`src/rtl/bru_pkg.sv`:
```
// Shared types and constants for the branch resolve unit.
package bru_pkg;
  localparam int BRU_XLEN = 32;
  localparam int PC_STEP  = 4;

  typedef enum logic {RUN, RECOVER} bru_state_e;

  typedef struct packed {
    logic [BRU_XLEN-1:0] pc;
    logic                pred_taken;
    logic [BRU_XLEN-1:0] pred_target;
  } bru_entry_t;
endpackage

```
`src/rtl/bru_fifo.sv`:
```
// In-order queue of in-flight branch predictions; clear drops every entry at once.
module bru_fifo import bru_pkg::*; #(
  parameter int DEPTH = 4
) (
  input  logic       clk,
  input  logic       rst,
  input  logic       push,
  input  logic       pop,
  input  logic       clear,
  input  bru_entry_t din,
  output bru_entry_t head,
  output logic       full,
  output logic       empty
);
  localparam int AW = $clog2(DEPTH);
  localparam int CW = $clog2(DEPTH + 1);

  bru_entry_t    mem [DEPTH];
  logic [AW-1:0] wr_ptr, rd_ptr;
  logic [CW-1:0] count;

  assign full  = (count == CW'(DEPTH));
  assign empty = (count == '0);
  assign head  = mem[rd_ptr];

  // Pointers wrap naturally because DEPTH is a power of two.
  always_ff @(posedge clk) begin
    if (rst || clear) begin
      wr_ptr <= '0;
      rd_ptr <= '0;
      count  <= '0;
    end else begin
      if (push) wr_ptr <= wr_ptr + 1'b1;
      if (pop)  rd_ptr <= rd_ptr + 1'b1;
      case ({push, pop})
        2'b10:   count <= count + 1'b1;
        2'b01:   count <= count - 1'b1;
        default: count <= count;
      endcase
    end
  end

  always_ff @(posedge clk)
    if (push && !clear) mem[wr_ptr] <= din;
endmodule

```
`src/rtl/branch_resolve_unit.sv`:
```
// Resolves fetch-time predictions against execute outcomes, redirects and flushes on mispredict.
// Optional BRU_PERF_CNT_EN adds branch / mispredict counters.
module branch_resolve_unit import bru_pkg::*; #(
  parameter int XLEN  = BRU_XLEN,
  parameter int DEPTH = 4
) (
  input  logic            clk,
  input  logic            rst,
  input  logic            push_valid,
  output logic            push_ready,
  input  logic [XLEN-1:0] push_pc,
  input  logic            push_pred_taken,
  input  logic [XLEN-1:0] push_pred_target,
  input  logic            res_valid,
  output logic            res_ready,
  input  logic            res_taken,
  input  logic [XLEN-1:0] res_target,
  output logic            redirect_valid,
  output logic [XLEN-1:0] redirect_pc,
  output logic            flush_f1_f2_ppreg,
  output logic            flush_f2_d_ppreg,
  output logic            flush_d_e_ppreg,
  output logic            upd_valid,
  output logic            upd_taken
`ifdef BRU_PERF_CNT_EN
  ,
  output logic [31:0]     perf_branches,
  output logic [31:0]     perf_mispredicts
`endif
);
  bru_state_e state, state_nxt;
  bru_entry_t din, head;
  logic       full, empty;
  logic       push_fire, res_fire, mispredict, mis_fire;
  logic [XLEN-1:0] correct_pc;

  assign push_ready = !full  && (state == RUN);
  assign res_ready  = !empty && (state == RUN);
  assign push_fire  = push_valid && push_ready;
  assign res_fire   = res_valid  && res_ready;

  assign mispredict = (head.pred_taken != res_taken) ||
                      (res_taken && (head.pred_target != res_target));
  assign mis_fire   = res_fire && mispredict;
  assign correct_pc = res_taken ? res_target : head.pc + XLEN'(PC_STEP);

  assign din = '{pc: push_pc, pred_taken: push_pred_taken, pred_target: push_pred_target};

  // A push alongside a mispredict is on the wrong path, so it never enters the queue.
  bru_fifo #(.DEPTH(DEPTH)) u_fifo (
    .clk   (clk),
    .rst   (rst),
    .push  (push_fire && !mis_fire),
    .pop   (res_fire && !mis_fire),
    .clear (mis_fire),
    .din   (din),
    .head  (head),
    .full  (full),
    .empty (empty)
  );

  always_ff @(posedge clk)
    if (rst) state <= RUN;
    else     state <= state_nxt;

  always_comb begin
    state_nxt = state;
    case (state)
      RUN:     if (mis_fire) state_nxt = RECOVER;
      RECOVER: state_nxt = RUN;
      default: state_nxt = RUN;
    endcase
  end

  always_ff @(posedge clk) begin
    if (rst) begin
      redirect_valid    <= 1'b0;
      redirect_pc       <= '0;
      flush_f1_f2_ppreg <= 1'b0;
      flush_f2_d_ppreg  <= 1'b0;
      flush_d_e_ppreg   <= 1'b0;
      upd_valid         <= 1'b0;
      upd_taken         <= 1'b0;
    end else begin
      redirect_valid    <= mis_fire;
      flush_f1_f2_ppreg <= mis_fire;
      flush_f2_d_ppreg  <= mis_fire;
      flush_d_e_ppreg   <= mis_fire;
      upd_valid         <= res_fire;
      upd_taken         <= res_fire && res_taken;
      if (mis_fire) redirect_pc <= correct_pc;
    end
  end

`ifdef BRU_PERF_CNT_EN
  always_ff @(posedge clk) begin
    if (rst) begin
      perf_branches    <= '0;
      perf_mispredicts <= '0;
    end else begin
      if (res_fire) perf_branches    <= perf_branches + 32'd1;
      if (mis_fire) perf_mispredicts <= perf_mispredicts + 32'd1;
    end
  end
`endif

  // Execute must not present a resolve when nothing is outstanding.
  a_res_empty: assert property (@(posedge clk) disable iff (rst)
    !(res_valid && empty && state == RUN));
endmodule

```
`config.mk`:
```
export PLATFORM = sky130hd
export DESIGN_NAME = branch_resolve_unit
export DESIGN_NICKNAME = d
export VERILOG_FILES = /design/src/rtl/bru_pkg.sv /design/src/rtl/bru_fifo.sv /design/src/rtl/branch_resolve_unit.sv
export SDC_FILE = /design/constraint.sdc
export NUM_CORES = 1
export LEC_CHECK = 0
export ABC_AREA = 1
export BUFFER_PORTS_ARGS = -buffer_cell sky130_fd_sc_hd__buf_2
export CAP_MARGIN = 25
export CORE_MARGIN = 2
export CORE_UTILIZATION = 40
export DETAILED_ROUTE_END_ITERATION = 8
export GPL_TIMING_DRIVEN = 0
export PLACE_DENSITY_LB_ADDON = 0.05
export SYNTH_ARGS = -nofsm -noshare
export SYNTH_HDL_FRONTEND = slang
export SYNTH_SLANG_ARGS = --single-unit
export TNS_END_PERCENT = 50
```
`constraint.sdc`:
```
create_clock -name clk -period 14.1 [get_ports clk]
set_input_delay 2.82 -clock clk [delete_from_list [all_inputs] [get_ports clk]]
set_output_delay 2.82 -clock clk [all_outputs]
set_load 0.01 [all_outputs]
```
### Word level (Yosys, flattened, before mapping)

Memory sizes are Yosys's and may differ from the RTL's. A register that Yosys moved wholly into a read port is not among the register bits.
Cells that the tools add are included.

* bits of input ports: 102
* memories: 1
* logic and storage cells: 45
* output and inout port bits: 40
* flip-flop bits (word level): 43
* memory bits (writable): 260

* bitwise gates (word level): 1
* equal/unequal tests: 5
* reductions and logical operators: 17
* mux-type cells: 8
* add/sub/neg operators: 5

Memories
* u_fifo.mem: depth 4, bits a word 65, rd ports 1, clocked after Yosys merged registers in 1, wr ports 1, RTL line bru_fifo.sv:18 `bru_entry_t mem [DEPTH];`

Operator list (number)
* $add 32x3->32 const B: 1
* $mux 32: 1
* $ne 32x32->1: 1
* $logic_and 1x1->1: 10
* $pmux 3 s2: 1
* $add 2x1->2 const B: 2
* $mux 2: 2
* $add 3x1->3 const B: 1
* $eq 3x3->1 const B: 1
* $logic_not 1->1: 3
* $logic_not 3->1: 1
* $mux 1: 3
* $sub 3x1->3 const B: 1
* $eq 2x1->1 const B: 1
* $eq 2x2->1 const B: 1
* $logic_or 1x1->1: 2
* $pmux 1 s2: 1
* $reduce_bool 2->1: 1
* $ne 1x1->1: 1
* $not 1->1: 1

### Longest topological paths before layout

Gate-level depths: netlist of the first run.

* depth in word-level cells: 10
* depth in mapped cells: 23
* depth with buffers taken out: 22

### Cells and area by module

From an unflattened synthesis of the first run, not the netlist that was laid out.

* cell total of the unflattened synthesis: 1311
* area, all modules: 13666.9 sq um

Modules (own cells, without submodules)
* bru_fifo: area an instance 10425.0 sq um, cells an instance 690, seq. area each 7987.7 sq um, instances 1
* branch_resolve_unit: area an instance 3241.9 sq um, cells an instance 621, seq. area each 720.7 sq um, instances 1

### Worst setup path before layout of the first run

Ideal clock, no wire load.

* kind: input port to flip-flop
* from: input res_taken
* to: memory u_fifo.mem[0][0] in the netlist's numbering (enable)
* library setup time: 488 ps
* required time: 13612 ps
* path slack: 6966 ps
* arrival: 6645 ps
* cell stages on the path: 11
* buffers on the path: 1
* path through: clkbuf_1 > inv_1 > nor2_1 > nand2_1 > nor2_1 > nand3_1 > nor2_1 > nand3_1 > nand3_1 > nand2_1 > nor2_1

* cells in the longest elaborated chain, start to end: 8
* elaborated cells on any way between the ends: 9

RTL lines
* start, declared: RTL line branch_resolve_unit.sv:16 `input logic res_taken,`
* $ne 1x1->1 or $logic_and 1x1->1 (tied branches): RTL line branch_resolve_unit.sv:42, branch_resolve_unit.sv:43
* $logic_or 1x1->1 *: RTL line branch_resolve_unit.sv:42 `assign mispredict = (head.pred_taken != res_taken) ||`
* $logic_and 1x1->1 *: RTL line branch_resolve_unit.sv:44 `assign mis_fire = res_fire && mispredict;`
* $logic_not 1->1 *: RTL line bru_fifo.sv:44, branch_resolve_unit.sv:53
* $logic_and 1x1->1: RTL line branch_resolve_unit.sv:53 `.push (push_fire && !mis_fire),`
* $logic_and 1x1->1 *: RTL line bru_fifo.sv:44 `if (push && !clear) mem[wr_ptr] <= din;`
* $mux 1 *: RTL line bru_fifo.sv:44
* $mux 1 (implied by the code) *: RTL line bru_fifo.sv:44
* end, declared: RTL line bru_fifo.sv:18

Mark *: on every way between the ends. The rest lies on a longest branch, timed or not.

### Worst setup path after layout of the first run

* from: input res_taken
* to: memory u_fifo.mem[3][28] in the netlist's numbering (enable)

The elaborated chain is that of the path after synthesis.

==> results by group, run 1 <==
Timing
  • Fmax: 0.178 GHz
  • PnR worst setup slack: 8470 ps
  • Clock period minus worst slack: 5630 ps
  • Final setup fails: 0
  • RSZ-0062 raised after global routing: false
  • Setup TNS: 0 ps
  • Slew @ Worst Pin: 815 ps
  • Slew HR: 45.6%
  • Final Cycle Share: 39.9%
  • Final Slew Violations: 0
  • Clock Skew: 15.3 ps
  • Final hold violations: 0

Clocking
  • Postcts setup bufs: 0
  • Clk buf depth: 3
  • Post-CTS sizing: 0
  • TritonCTS clock tree: yes
  • Clk root buf: clkbuf_16
  • Num Clock Sinks: approximately 310
  • CTS clock-pin slew for the worst setup and hold paths: 60 ps
  • # hold bufs at CTS: 0
  • CTS Buf Count: 35
  • Clock latency on the worst-skew pair: 520 ps
  • H-tree levels: 2

Logic synthesis
  • Cells after Synth: 1320
  • Post-synth EDFFs: 260
  • Primary FF master, synth: edfxtp_1
  • Yosys reg bits: 305
  • Post-Synthesis Net Count: 1429
  • Ys Warns: 0
  • Sequential fraction of the synthesis area: 65.3%
  • Synth Cell Area: 0.0133 mm²
  • Asr flop ratio synth: 0%
  • Synth cell types: 39
  • Syn Area/Cell: 10.1 µm²

GRT
  • Antenna violations before repair: 3
  • Grt ovf: 0
  • Largest net degree at the start of global routing: 27
  • All-Layer GR Usage: 22.1%
  • First-pass GRT wire length: 57600 µm
  • Vias in the first global route: 9334

Run
  • MaxCap Viol Count: 0

Drt
  • Vias per cell: a little under 5
  • Initial drt markers: 750
  • Total Routed Length: 38600 µm
  • DRC Markers: 0
  • First-pass DRT Iterations: 5
  • Via count: 9774
  • WL/cell: 19.5 µm
  • Final ANT Viol Nets: 0

Hold path
  • Hold WC Path Type: flip-flop to flip-flop
  • Hold Path Depth: 2

Finish
  • Area Growth Syn to Fin: 20.3%
  • Most common cell after layout, fill and taps aside: nand2_1
  • Layout Nets: 1616
  • Final Cell Area: 0.0161 mm²
  • Share of layout cells above drive strength 1: 18.6%
  • Commonest cells after routing, fill and taps aside: nand2_1 (509), edfxtp_1 (260), nand3_1 (171)
  • Finished Layout Cells: 1979

Die
  • Io pins: around 140
  • Width of the die: about 190 µm
  • Die area: 0.0348 mm²
  • Core Rows: 66
  • Initial Utilization: 40.8%
  • DIE HEIGHT: 187 µm
  • Core Region: approximately 0.033 mm²

Place
  • Post-DP HPWL: 27900 µm
  • Area after DPL: 0.0149 mm²
  • Placed Cells: roughly 1900
  • Port-buffer cells: 140
  • Worst slack, placed: 8000 ps
  • Final GP Congestion: 0.866

Run status
  • Status: completed

Pwr
  • PD cells: 154 mW/mm²
  • Leak: 6.57 nW
  • Sw Pwr: 0.685 mW
  • Pwr Total: about 2.5 mW
  • Maximum vdd ir drop: about 80 µV
  • Switching portion of total power: between 20% and 30%
  • Register share of total power: 44.9%
  • Comb pwr share: between 15 and 20%
  • Clock network fraction of design power: 37.6%
  • Internal Power: 1.79 mW

Critical path
  • Critical Setup Path Class: input pin to flip-flop
  • CP Launch Type: input pin
  • Crit end category: flip-flop
  • Worst Path Max Fanout: 19
  • Reg2reg path depth: 16
  • Worst EP required: 14320 ps
  • Worst Path Arrival: 5860 ps
## final timing paths
| kind | startpoint | endpoint | slack, ps |
|---|---|---|---|
| worst max-delay path | res_taken | u_fifo.mem[3][28] | 8470 |
| worst min-delay path | redirect_pc[15] | redirect_pc[15] | 440 |
| worst max register to register | flip-flop | u_fifo.mem[3][28] | 10180 |
| worst min register to register | redirect_pc[15] | redirect_pc[15] | 440 |
## synthesized netlist by cell type, drive strengths merged (2+ instances only)
library cell | n | area, µm²
a21oi | 19 | 95.1
a31o | 2 | 17.5
a31oi | 5 | 31.3
a32o | 2 | 20.0
buf | 51 | 364
clkbuf | 7 | 26.3
dfxtp | 45 | 901
edfxtp | 260 | 7810
ha | 6 | 75.1
inv | 65 | 244
nand2 | 511 | 1920
nand3 | 172 | 866
nand3b | 9 | 67.6
nand4 | 11 | 75.1
nor2 | 80 | 328
nor3 | 4 | 30.0
nor3b | 2 | 25.0
o21ai | 38 | 190
o22ai | 3 | 25.0
or2 | 9 | 56.3
xor2 | 13 | 114
## metal layers
layer | vias up | global-route usage, % | routed length, µm | part of all wire [%]
met5 | - | 0 | 13 | 0.034
met4 | 2 | 6.81 | 918 | 2.4
met3 | 54 | 4.50 | 2540 | 6.6
met2 | 306 | 33.8 | 16900 | 44
met1 | 4572 | 31.8 | 18200 | 47
li1 | 4840 | - | - | -
## critical path, stage by stage
cell      delay [ps]
clkbuf_1         460
inv_1            240
nor2_1           140
nand2_1           60
nor2_1           100
nand3_1           70
nor2_1           130
nand3_1          180
nand3_1          200
nand2_1          310
nor2_4           640
buf_12           270
buf_16           190
## power groups by stage
stage | Combinational [mW] | Sequential [mW] | Clock (mW)
6_report | 0.433 | 1.11 | 0.931
5_1_grt | 0.481 | 1.12 | 0.984
4_1_cts | 0.435 | 1.11 | 0.948
3_5_place_dp | 0.434 | 1.13 | 0
3_3_place_gp | 0.407 | 1.15 | 0
2_1_floorplan | 0.247 | 1.14 | 0
## state kept, by name, indices dropped and copies added (netlist names), named ones only
signal / cells
upd_taken: 1
u_fifo.wr_ptr: 2
u_fifo.count: 3
u_fifo.rd_ptr: 2
flush_d_e_ppreg: 1
redirect_pc: 32
state: 1
upd_valid: 1
u_fifo.mem: 260
## final cells by class
cell class | instances | area (µm²)
diodes | 3 | 7.51
plain buffers | 58 | 390
clock buffers | 43 | 947
clock inverters | 21 | 246
fillers | 3121 | 16600
inverters | 65 | 244
multi-input cells | 892 | 4030
flip-flops and latches | 305 | 8710
well taps | 442 | 553
repair buffers | 150 | 923
## metrics by stage
stage,hold slack (ps),utilization [%]
6_report,441,49.1
2_1_floorplan,439,-
3_3_place_gp,428,44.6
4_1_cts,445,49.1
3_5_place_dp,431,45.4
5_1_grt,464,49.1
## cell families (layout without fill, tap and decap cells)
kind of cell	Yosys count	after routing	synth area share, %
AOI/OAI and AO/OA	71	71	2.97
xor gates and xnor gates	14	14	0.919
adders and majority gates	7	7	0.713
buffers and inverters	123	337	4.75
DFF	305	305	65.3
muxes	1	1	0.0750
other	0	3	0
and+or+nand+nor	799	799	25.3
(Power assumes the default switching activity.)
==> run 2: changes to the inputs <==
--- a/config.mk
+++ b/config.mk
@@ -5,7 +5,7 @@
 export SDC_FILE = /design/constraint.sdc
 export NUM_CORES = 1
 export LEC_CHECK = 0
-export ABC_AREA = 1
+export ABC_AREA = 0
 export BUFFER_PORTS_ARGS = -buffer_cell sky130_fd_sc_hd__buf_2
 export CAP_MARGIN = 25
 export CORE_MARGIN = 2
==> constraint.sdc (replaced) <==
create_clock -name clk -period 5.2 [get_ports clk]
set_input_delay 1.04 -clock clk [delete_from_list [all_inputs] [get_ports clk]]
set_output_delay 1.04 -clock clk [all_outputs]
set_load 0.01 [all_outputs]
==> run 2 against run 1 <==
  * Sequential share of layout area is 1.3 points higher
  * Flip-flop and latch count unchanged
  * Synthesized area is 3.4% lower
  * Critical path depth is 1 lower
  * Clock power grew to 2.5 times the previous value
  * Synthesized cell count decreased by 45%
  * Cell count decreased by 31%
  * Critical path type is now flip-flop to flip-flop
  * Largest power group unchanged
==> results by group, run 2 <==
Hold path
  • Worst Hold Endpoint: redirect_pc[4]
  • Hold Path Depth: 2 (unchanged)
  • Hold WC Path Type: flip-flop to flip-flop
  • Hold path start: redirect_pc[4]

GRT
  • Antenna violations before repair: 1 (-2)
  • Vias in the first global route: 7611 (-18%)
  • Grt ovf: 0 (unchanged)
  • Largest net degree at the start of global routing: 16 (-41%)
  • All-Layer GR Usage: 19.5% (-2.6 points)
  • First-pass GRT wire length: 47600 µm (-17%)

Critical path
  • Reg2reg path depth: 12 (-4)
  • Worst Path Arrival: 5030 ps (-830 ps)
  • CP Launch Type: flip-flop
  • R2r endpoint: u_fifo.mem[3][38]
  • Critical Setup Path Class: flip-flop to flip-flop
  • CP max-delay cell: nor3b_4
  • Slowest stage delay, CP: 700 ps (+60 ps)
  • Crit end category: flip-flop
  • Worst reg2reg setup slack: 390 ps (-9790 ps)
  • Crit path cell chain: buf_6, buf_2, buf_1, mux4_2, xnor2_1, nand4_1, a211oi_1, a21oi_1, clkbuf_1, nor3b_4, buf_8, buf_16
  • Worst EP required: 5410 ps (-8910 ps)
  • Worst Path Max Fanout: 13 (-6)

Pwr
  • Leak: 5.38 nW (-18%)
  • PD cells: 434 mW/mm² (+180%)
  • Maximum vdd ir drop: 264 µV (+230%)

Clocking
  • H-tree levels: 2 (unchanged)
  • Clock latency on the worst-skew pair: 520 ps (about the same)
  • Post-CTS sizing: 0 (unchanged)
  • CTS Buf Count: 35 (unchanged)
  • Clk root buf: clkbuf_16
  • # hold bufs at CTS: 0 (unchanged)
  • TritonCTS clock tree: yes
  • CTS clock-pin slew for the worst setup and hold paths: 60 ps (about the same)
  • Num Clock Sinks: 305 (unchanged)
  • Clk buf depth: 3 (unchanged)

Die
  • Initial Utilization: 40.7% (-0.066 points)
  • Core Region: 0.0316 mm² (-3.3%)
  • Die area: 0.0337 mm² (-3.3%)
  • Io pins: 142 (unchanged)
  • Core Rows: 65 (-1.5%)
  • Width of the die: 184 µm (-1.7%)
  • DIE HEIGHT: 184 µm (-1.7%)

Finish
  • Most common cell after layout, fill and taps aside: edfxtp_1
  • Layout Nets: 1039 (-36%)
  • Area Growth Syn to Fin: 21.5%
  • Multi-input gate area: 0.00376 mm² (-6.6%)
  • Reg with most FFs: u_fifo.mem
  • Max reg flops: 260 (unchanged)
  • Fillers: 2683 (-14%)
  • Commonest cells after routing, fill and taps aside: edfxtp_1 (260), buf_2 (150), mux4_2 (49)
  • Share of layout cells above drive strength 1: 35.4% (+17 points)
  • Biggest regs: u_fifo.mem: 260 flops, redirect_pc: 32 flops, u_fifo.count: 3 flops
  • Register area: 0.00871 mm² (unchanged)

Timing
  • PnR worst setup slack: 387 ps (-8080 ps)
  • Setup TNS: 0 ps (unchanged)
  • Final Slew Violations: 0 (unchanged)
  • Final setup fails: 0 (unchanged)
  • Clock Skew: 22.0 ps (+6.65 ps)
  • Fmax: 0.208 GHz
  • Final hold violations: 0 (unchanged)
  • Slew HR: 47.5% (+1.9 points)
  • Final Cycle Share: 92.6%
  • Clock period minus worst slack: about 4800 ps
  • Slew @ Worst Pin: 788 ps (-26.4 ps)
  • RSZ-0062 raised after global routing: false

Drt
  • DRC Markers: 0 (unchanged)
  • First-pass DRT Iterations: 5 (unchanged)
  • Final ANT Viol Nets: 0 (unchanged)
  • Initial drt markers: 424 (-43%)
  • Via count: 7250 (-26%)
  • Total Routed Length: 32300 µm (-16%)
  • WL/cell: 23.8 µm (+22%)
  • Vias per cell: 5.33 (+8.0%)

Logic synthesis
  • Ys Warns: 0 (unchanged)
  • Post-synth EDFFs: 260 (unchanged)
  • Asr flop ratio synth: 0% (unchanged)
  • Ranking of synthesized cells by area: edfxtp_1 (61%), mux4_2 (8.6%), dfxtp_1 (7.0%)
  • Top-count cell post-synth: edfxtp_1
  • Sequential fraction of the synthesis area: 67.6% (+2.3 points)
  • Synth Cell Area: 0.0129 mm² (-3.4%)
  • Primary FF master, synth: edfxtp_1
  • Post-Synthesis Net Count: 841 (-41%)
  • Cells after Synth: 732 (-45%)
  • Post-synth top area share: 60.6% (+2.1 points)
  • Yosys reg bits: 305 (unchanged)
  • Synth cell types: 58 (+49%)
  • Most frequent cells after synthesis: edfxtp_1 (260), mux4_2 (49), mux2i_1 (46), dfxtp_1 (45), xnor2_1 (43)
  • Cell taking the most area after synthesis: edfxtp_1
  • Syn Area/Cell: 17.6 µm² (+74%)

Run
  • MaxCap Viol Count: 0 (unchanged)

Run status
  • Status: completed

Place
  • Final GP Congestion: 0.806 (-6.9%)
  • Post-DP HPWL: 23800 µm (-15%)
  • Worst slack, placed: 64.9 ps (-7940 ps)
  • Port-buffer cells: 140 (unchanged)
[run 2: cell types whose count changed after synthesis, moves of 35 or more]
| cell | previous run | this run |
|---|---|---|
| nand2_1 | 509 | 16 |
| mux2i_1 | 1 | 46 |
| nor2_1 | 73 | 23 |
| o21ai_0 | 37 | 2 |
| xnor2_1 | 1 | 43 |
| mux4_2 | 0 | 49 |
| nand3_1 | 171 | 13 |
[run 2: logic make-up (layout without fill, tap and decap cells)]
| family | Yosys count | in the layout | synth area share, % |
|---|---|---|---|
| other | 0 | 1 | 0 |
| AND/OR/NAND/NOR | 102 | 102 | 4.49 |
| buffers and inverters | 80 | 304 | 3.57 |
| flip-flops | 305 | 305 | 67.6 |
| adder cells (fa/ha/maj) | 7 | 7 | 0.738 |
| XOR/XNOR | 62 | 62 | 4.21 |
| multiplexers | 102 | 102 | 13.3 |
| AO/OA/AOI/OAI | 74 | 74 | 6.09 |
[run 2: how the worst max path moves through the flow]
| stage | startpoint | end | slack (ps) | depth (start not counted) |
|---|---|---|---|---|
| final | flip-flop | u_fifo.mem[3][38] | 390 | 12 |
| after CTS | flip-flop | u_fifo.mem[1][49] | 50 | 13 |
| after floorplan | res_target[19] | u_fifo.mem[0][0] | -350 | 7 |
| after detailed placement | flip-flop | u_fifo.mem[1][49] | 60 | 13 |
| after global routing | flip-flop | u_fifo.mem[3][36] | 140 | 12 |
| after global placement | flip-flop | u_fifo.mem[3][44] | -3750 | 10 |
[run 2: worst max-delay path: cells and delay by family, from the launching register on]
family	cells	cell delay [ps]
simple gates	2	1000
xor+xnor	1	190
buf+inv	6	1890
flops	1	320
compound gates	2	640
mux	1	440
[run 2: layout make-up]
| cell class | instances | area share [%] |
|---|---|---|
| antenna | 1 | 0.0160 |
| tap | 402 | 3.21 |
| timing repair buffer | 161 | 7.08 |
| buffer | 37 | 1.91 |
| clock inverter | 22 | 1.11 |
| sequential | 305 | 55.6 |
| inverter | 43 | 1.03 |
| multi-input combinational | 347 | 24.0 |
| clock buffer | 41 | 6.01 |
[run 2: repair_timing]
item,CTS,global route
setup endpoints to repair,0,12
buffers inserted,0,1
endpoints found under the hold margin,0,0
[run 2: power by group]
| part | switching (mW) | internal (mW) |
|---|---|---|
| clock network | 0.963 | 1.40 |
| registers | 0.0939 | 3.00 |
| logic | 0.763 | 0.574 |
[run 2: metrics by stage]
step | hold WS (ps) | power [mW] | cell area [µm²] | cells | utilization [%]
2_1_floorplan | 496 | 3.94 | 12900 | 732 | -
3_3_place_gp | 482 | 4.38 | 14100 | 1274 | 44.6
3_5_place_dp | 487 | 4.50 | 14500 | 1294 | 46.0
4_1_cts | 496 | 6.89 | 15700 | 1357 | 49.5
5_1_grt | 509 | 7.09 | 15700 | 1359 | 49.5
6_report | 491 | 6.80 | 15700 | 1359 | 49.5
[run 2: routing by layer]
layer	vias up	GRT usage [%]	wire (µm)
li1	3304	-	-
met4	0	7.20	1030
met2	217	33.0	16100
met3	64	3.35	1690
met1	3665	25.4	13500
met5	-	0	0
